$ cat src/rtl/pixel_readout.sv
// Pixel array readout sequencer: scans pixel_count pixels, Gray-decodes each sample and
// presents it on a valid/ready output port.
module pixel_readout #(
  parameter int unsigned pixel_count   = 4,
  parameter int unsigned counter_width = 8
) (
  input  logic                           clk,
  input  logic                           reset,
  input  logic                           start,
  output logic                           read,
  output logic [$clog2(pixel_count)-1:0] pixel_select,
  input  logic [counter_width-1:0]       data_in,
  output logic                           out_valid,
  input  logic                           out_ready,
  output logic [counter_width-1:0]       out_data,
  output logic [$clog2(pixel_count)-1:0] out_index,
  output logic                           out_last,
  output logic                           busy,
  output logic                           done
);

  localparam int unsigned IdxW = $clog2(pixel_count);
  localparam logic [IdxW-1:0] LastIdx = IdxW'(pixel_count - 1);

  typedef enum logic [2:0] {
    StIdle,
    StSelect,
    StSample,
    StOutput,
    StDone
  } state_e;

  state_e                   state_q, state_d;
  logic [IdxW-1:0]          index_q, index_d;
  logic [counter_width-1:0] data_q, data_d;
  logic [counter_width-1:0] gray_bin;

  // Each binary bit is the XOR of all Gray bits at or above it.
  always_comb begin
    gray_bin = '0;
    for (int i = 0; i < int'(counter_width); i++) begin
      gray_bin[i] = ^(data_in >> i);
    end
  end

  always_comb begin
    state_d = state_q;
    index_d = index_q;
    data_d  = data_q;
    unique case (state_q)
      StIdle: begin
        if (start) begin
          index_d = '0;
          state_d = StSelect;
        end
      end
      StSelect: state_d = StSample;
      StSample: begin
        data_d  = gray_bin;
        state_d = StOutput;
      end
      StOutput: begin
        if (out_ready) begin
          if (index_q == LastIdx) begin
            state_d = StDone;
          end else begin
            index_d = index_q + 1'b1;
            state_d = StSelect;
          end
        end
      end
      StDone:  state_d = StIdle;
      default: state_d = StIdle;
    endcase
  end

  always_ff @(posedge clk or negedge reset) begin
    if (!reset) begin
      state_q <= StIdle;
      index_q <= '0;
      data_q  <= '0;
    end else begin
      state_q <= state_d;
      index_q <= index_d;
      data_q  <= data_d;
    end
  end

  // All outputs decode from registered state, so out_valid never sees out_ready.
  always_comb begin
    read         = (state_q == StSelect) || (state_q == StSample);
    pixel_select = index_q;
    out_valid    = (state_q == StOutput);
    out_data     = data_q;
    out_index    = index_q;
    out_last     = (state_q == StOutput) && (index_q == LastIdx);
    busy         = (state_q != StIdle);
    done         = (state_q == StDone);
  end

endmodule

$ cat config.mk
export PLATFORM = sky130hd
export DESIGN_NAME = pixel_readout
export DESIGN_NICKNAME = d
export VERILOG_FILES = /design/src/rtl/pixel_readout.sv
export SDC_FILE = /design/constraint.sdc
export NUM_CORES = 1
export LEC_CHECK = 0
export ABC_AREA = 1
export BUFFER_PORTS_ARGS = -buffer_cell sky130_fd_sc_hd__buf_2
export CELL_PAD_IN_SITES_DETAIL_PLACEMENT = 1
export CELL_PAD_IN_SITES_GLOBAL_PLACEMENT = 2
export CORE_MARGIN = 3
export CORE_UTILIZATION = 25
export DETAILED_ROUTE_END_ITERATION = 16
export MAX_ROUTING_LAYER = met4
export PLACE_DENSITY = 0.77
export SLEW_MARGIN = 20
export SYNTH_ARGS = -nofsm -noshare
export SYNTH_HDL_FRONTEND = slang
export SYNTH_SLANG_ARGS = --single-unit
$ cat constraint.sdc
create_clock -name clk -period 1.3 [get_ports clk]
set_input_delay 0.195 -clock clk [delete_from_list [all_inputs] [get_ports clk]]
set_output_delay 0.195 -clock clk [all_outputs]
set_load 0.005 [all_outputs]
Yosys cells after proc, flatten, opt, wreduce, memory -nomap -nowiden
Index checks and enable logic that the tools add are counted.
{ "op_classes": {"n_mux": 8, "reduce_logical": 15, "addsub": 1, "n_eq_ne": 8} }
{ "ops": {"columns": ["operator", "count"], "rows": [
  ["$reduce_xor 8->1", 8],
  ["$pmux 3 s4", 1],
  ["$mux 3", 3],
  ["$eq 3x2->1 const B", 2],
  ["$mux 2", 3],
  ["$ne 2x2->1 const B", 2],
  ["$pmux 2 s2", 1],
  ["$reduce_and 4->1", 1],
  ["$eq 3x1->1 const B", 1],
  ["$eq 3x3->1 const B", 1],
  ["$logic_not 3->1", 1],
  ["$reduce_bool 3->1", 1],
  ["$add 2x1->2 const B", 1],
  ["$eq 2x2->1 const B", 1],
  ["$ne 2x1->1 const B", 1],
  ["$reduce_and 2->1", 1],
  ["$reduce_bool 2->1", 1],
  ["$logic_and 1x1->1", 1],
  ["$logic_or 1x1->1", 1]
]} }
{ "word_totals": {"out_inout_bits": 17, "reg_bits": 13, "word_cells": 35, "in_bits": 12} }

Depth between registers and ports, before layout
{ "logic_depth": {"depth_word": 4, "ltp_mapped": 9, "mapped_depth_nobuf": 9} }

Worst setup path before layout
OpenSTA, ideal clock, no wires.
{ "synth_path": {"path_type": "flip-flop to flip-flop", "startpoint": "reg state_q[0]", "endpoint": "reg data_q[6], in the netlist out_data[6]", "t_required_ps": 1180, "arrival_time_ps": 1001, "stages_incl_launch_ff": 6, "slack_ps": 179, "synth_period_minus_slack_ps": 1121, "path_buffers": 1, "path_cell_list": "dfrtp_1 > nor3_4 > inv_2 > buf_6 > nand2_1 > o21ai_2"} }
{ "synth_between": {"elab_chain_cells": 1} }
{ "synth_lines": {"columns": ["item", "line_no", "rtl"], "rows": [
  ["start: declaration", "33", "state_e state_q, state_d;"],
  ["start signal: assignment", "79", "state_q <= StIdle;"],
  ["start signal: assignment", "83", "state_q <= state_d;"],
  ["$eq 3x2->1", "50", "unique case (state_q)"],
  ["end signal: assignment", "85", "data_q <= data_d;"],
  ["end: declaration", "35", "logic [counter_width-1:0] data_q, data_d;"]
]} }
Every way passes these cells.
A chain may end at the register's enable or synchronous reset.

Final worst setup path
{ "layout_path": {"startpoint": "reg state_q[0]", "endpoint": "out read"} }
{ "layout_between": {"elab_chain_cells": 2} }
{ "layout_lines": {"columns": ["item", "line_no", "rtl"], "rows": [
  ["$eq 3x1->1 or $eq 3x2->1 (tied branches)", "91", "read = (state_q == StSelect) || (state_q == StSample);"],
  ["$logic_or 1x1->1 (*)", "91", null],
  ["end: declaration", "10", "output logic read,"]
]} }
Mark *: on every way between the ends. The rest lies on a longest branch, timed or not.

==> impl_metrics.xml <==
<?xml version="1.0" encoding="UTF-8"?>
<metrics>
  <group name="logic_synthesis">
    <metric name="synth-warning-count" unit="">0</metric>
    <metric name="syn_inst_count" unit="">141</metric>
    <metric name="ys_seq_elements" unit="">13</metric>
    <metric name="synth.top_cell.area_share" unit="%">35.7</metric>
    <metric name="syn_area_per_cell" unit="um2">6.47</metric>
    <metric name="post_synth_xor_area_fraction" unit="%">0.960</metric>
    <metric name="synth_mux_area_share" unit="%">0</metric>
    <metric name="syn-num-nets" unit="">154</metric>
    <metric name="ys_seq_area_share" unit="%">35.7</metric>
    <metric name="syn_area" unit="um2">912</metric>
    <metric name="synthDistinctLibCells" unit="">20</metric>
    <metric name="post-synth-top-area-cell" unit="">dfrtp_1</metric>
    <metric name="combinational_family_with_the_most_area_after_synthesis" unit="">simple AND/OR/NAND/NOR gates</metric>
    <metric name="yosys.area_share.simple" unit="%">43.8</metric>
    <metric name="yosys-top-cells-area" unit="">dfrtp_1, nand2_1, inv_1</metric>
    <metric name="synth-adder-area-share" unit="%">1.37</metric>
    <metric name="synth_compound_area_share" unit="%">7.96</metric>
  </group>
  <group name="critical_path">
    <metric name="cp_data_arrival_time" unit="ps">1240</metric>
    <metric name="critical_path.max_fanout" unit="">6</metric>
    <metric name="path_type_of_the_worst_setup_path" unit="">reg -&gt; out</metric>
    <metric name="critPathCaptureType" unit="">output port</metric>
    <metric name="critical_path.startpoint_type" unit="">register</metric>
    <metric name="required" unit="ps">1110</metric>
  </group>
  <group name="timing">
    <metric name="finClkSkew" unit="ps">4.04</metric>
    <metric name="timing.final.ws_setup" unit="ps">-132</metric>
    <metric name="clock_period_minus_worst_slack" unit="ps">1430</metric>
    <metric name="worst-slew-pin-transition" unit="ps">312</metric>
    <metric name="grt_setup_unrepaired" unit="">yes</metric>
    <metric name="report.final.setup_viol" unit="">7</metric>
    <metric name="hold-worst-slack" unit="ps">234</metric>
    <metric name="timing_max_transition_violations_final" unit="">0</metric>
    <metric name="timing.slew.headroom" unit="%">79.2</metric>
    <metric name="finalHoldViolCount" unit="">0</metric>
    <metric name="finalCritPeriodShare" unit="%">110</metric>
    <metric name="fmaxAchievable" unit="GHz">0.698</metric>
  </group>
  <group name="routing">
    <metric name="route.antenna.remaining_nets" unit="">0</metric>
    <metric name="drc_violation_count_after_routing" unit="">0</metric>
    <metric name="drt_iter0_drc" unit="">31</metric>
    <metric name="drt-vias-per-instance" unit="">4.34</metric>
    <metric name="routed_wire_length_per_instance" unit="um">11.5</metric>
    <metric name="route.vias.total" unit="">998</metric>
    <metric name="wl" unit="um">2650</metric>
    <metric name="firstDrtPassIters" unit="">4</metric>
  </group>
  <group name="cells_and_area">
    <metric name="utilization_of_the_core_after_routing" unit="%">36.9</metric>
    <metric name="finalNetCount" unit="">198</metric>
    <metric name="layout-drive-gt1-share" unit="%">34.8</metric>
    <metric name="syn_to_final_growth" unit="%">38.1</metric>
    <metric name="final_common_cell" unit="">nand2_1</metric>
    <metric name="layout.filler_cells" unit="">456</metric>
    <metric name="n_antenna_cell" unit="">0</metric>
    <metric name="layout.cells.most_common_list" unit="">nand2_1, buf_2, inv_1, dfrtp_1, buf_4</metric>
    <metric name="final_cells" unit="">230</metric>
  </group>
  <group name="run_status">
    <metric name="violations" unit="">negative setup slack</metric>
    <metric name="status" unit="">finished, violations left</metric>
  </group>
  <group name="global_routing">
    <metric name="antenna_found_initial" unit="">0</metric>
    <metric name="global_route.overflow_total" unit="">0</metric>
    <metric name="first_pass_grt_wire_length" unit="um">4460</metric>
    <metric name="grt_pass1_vias" unit="">1044</metric>
    <metric name="pin_count_of_the_biggest_net_entering_global_routing" unit="">14</metric>
    <metric name="grt.total_usage" unit="%">13.3</metric>
  </group>
  <group name="clock_network">
    <metric name="cts_tree" unit="">built</metric>
    <metric name="clock_tree.buffer_depth" unit="">2</metric>
    <metric name="cts-root-buf" unit="">clkbuf_4</metric>
    <metric name="clock_sinks" unit="">13</metric>
    <metric name="clock_buffer_count_from_cts" unit="">3</metric>
    <metric name="clk-insertion-delay-late" unit="ps">270</metric>
    <metric name="clock_tree.htree_level_count" unit="">1</metric>
    <metric name="clk_pin_slew" unit="ps">80</metric>
  </group>
  <group name="floorplan">
    <metric name="start_util" unit="%">26.7</metric>
    <metric name="io_pins" unit="">29</metric>
    <metric name="design.core.area" unit="um2">3420</metric>
    <metric name="die_height" unit="um">66.4</metric>
    <metric name="die_x" unit="um">66.4</metric>
    <metric name="design.die.area" unit="um2">4410</metric>
    <metric name="core.rowCount" unit="">21</metric>
  </group>
  <group name="placement">
    <metric name="hpwl" unit="um">2050</metric>
    <metric name="placement.setup.worst_slack" unit="ps">56.9</metric>
    <metric name="numPortBuffers" unit="">28</metric>
    <metric name="placed_cells_incl_taps" unit="">214</metric>
    <metric name="finalWeightedCongestion" unit="">0.764</metric>
  </group>
  <group name="power_and_ir_drop">
    <metric name="irDropWorstVdd" unit="uV">374</metric>
    <metric name="leak_pwr" unit="nW">0.757</metric>
    <metric name="power.density" unit="nW/um2">1980</metric>
  </group>
  <group name="min_path">
    <metric name="hold_path_class" unit="">in -&gt; reg</metric>
  </group>
  <group name="flow_run">
    <metric name="max-cap-violations" unit="">0</metric>
  </group>
</metrics>
cells by family (layout without fill, tap and decap cells):
logic type / after synthesis / after routing
xor+xnor: 1 / 1
compound gates: 10 / 10
simple gates: 95 / 95
fa+ha+maj: 1 / 1
flops: 13 / 13
buf+inv: 21 / 64
report_power, final:
| part | switching (mW) | internal (mW) | total, mW |
|---|---|---|---|
| combinational | 0.767 | 0.736 | 1.50 |
| sequential | 0.150 | 0.594 | 0.744 |
| clock | 0.127 | 0.119 | 0.246 |
| total | 1.04 | 1.45 | 2.49 |
metal layers:
| metal | up-vias | GRT usage (%) | routed length, um |
|---|---|---|---|
| li1 | 508 | - | - |
| met1 | 469 | 14.2 | 1130 |
| met2 | 19 | 25.4 | 1420 |
| met3 | 2 | 2.04 | 84 |
| met4 | 0 | 3.05 | 23 |
| met5 | - | - | 0 |
per-stage QoR:
stage / cell area (um2) / total power [mW] / TNS, ps
2_1_floorplan: 912 / 1.47 / 0
3_3_place_gp: 1100 / 1.84 / 0
3_5_place_dp: 1100 / 1.89 / 0
4_1_cts: 1230 / 2.39 / -274
5_1_grt: 1260 / 2.74 / -994
6_report: 1260 / 2.49 / -481
Yosys cell counts:
library cell	number
buf_4	2
buf_6	1
dfrtp_1	13
ha_1	1
inv_1	15
inv_2	3
nand2_1	78
nand2_2	2
nand2_4	1
nand3_1	6
nand3_2	1
nor2_1	4
nor2_2	1
nor3_1	1
nor3_4	1
o21ai_0	2
o21ai_1	4
o21ai_2	3
o21ai_4	1
xnor2_1	1
layout make-up:
| type | instances | area, um2 | share of cell area (%) |
|---|---|---|---|
| Inverter | 18 | 70.1 | 5.56 |
| Sequential cell | 13 | 327 | 25.9 |
| Tap cell | 46 | 57.6 | 4.57 |
| Multi-Input combinational cell | 107 | 514 | 40.8 |
| Clock buffer | 4 | 26.3 | 2.09 |
| Timing Repair Buffer | 42 | 265 | 21.1 |
repair_timing:
item | in CTS | in global routing
resized for setup | 7 | 7
cloned | 0 | 0
buffers inserted | 9 | 3
endpoints found under the hold margin | 13 | 0
hold buffers | 1 | 0
setup endpoints to repair | 5 | 16
pin swaps | 2 | 4
state kept, by name, summed over array words and instances (netlist names):
| name | count |
|---|---|
| out_data | 8 |
| out_index | 2 |
| state_q | 3 |
critical path: stages, from the launching register on:
cell	delay (ps)
dfrtp_2	480
nor3_4	230
inv_2	70
o21ai_2	60
buf_2	130
final timing paths:
| check | start | to | slack [ps] | cells past startpoint |
|---|---|---|---|---|
| worst max-delay path | state_q[0] | read | -130 | 4 |
| worst min-delay path | start | state_q[2] | 230 | 3 |
| worst min register to register | out_data[0] | out_data[0] | 480 | 2 |
| worst max register to register | state_q[1] | out_index[0] | -50 | 10 |
| min in group asynchronous | reset | out_data[6] | 340 | 2 |
| max in group asynchronous | reset | state_q[0] | 700 | 2 |
Note: power is estimated with default switching activity, not from simulation.
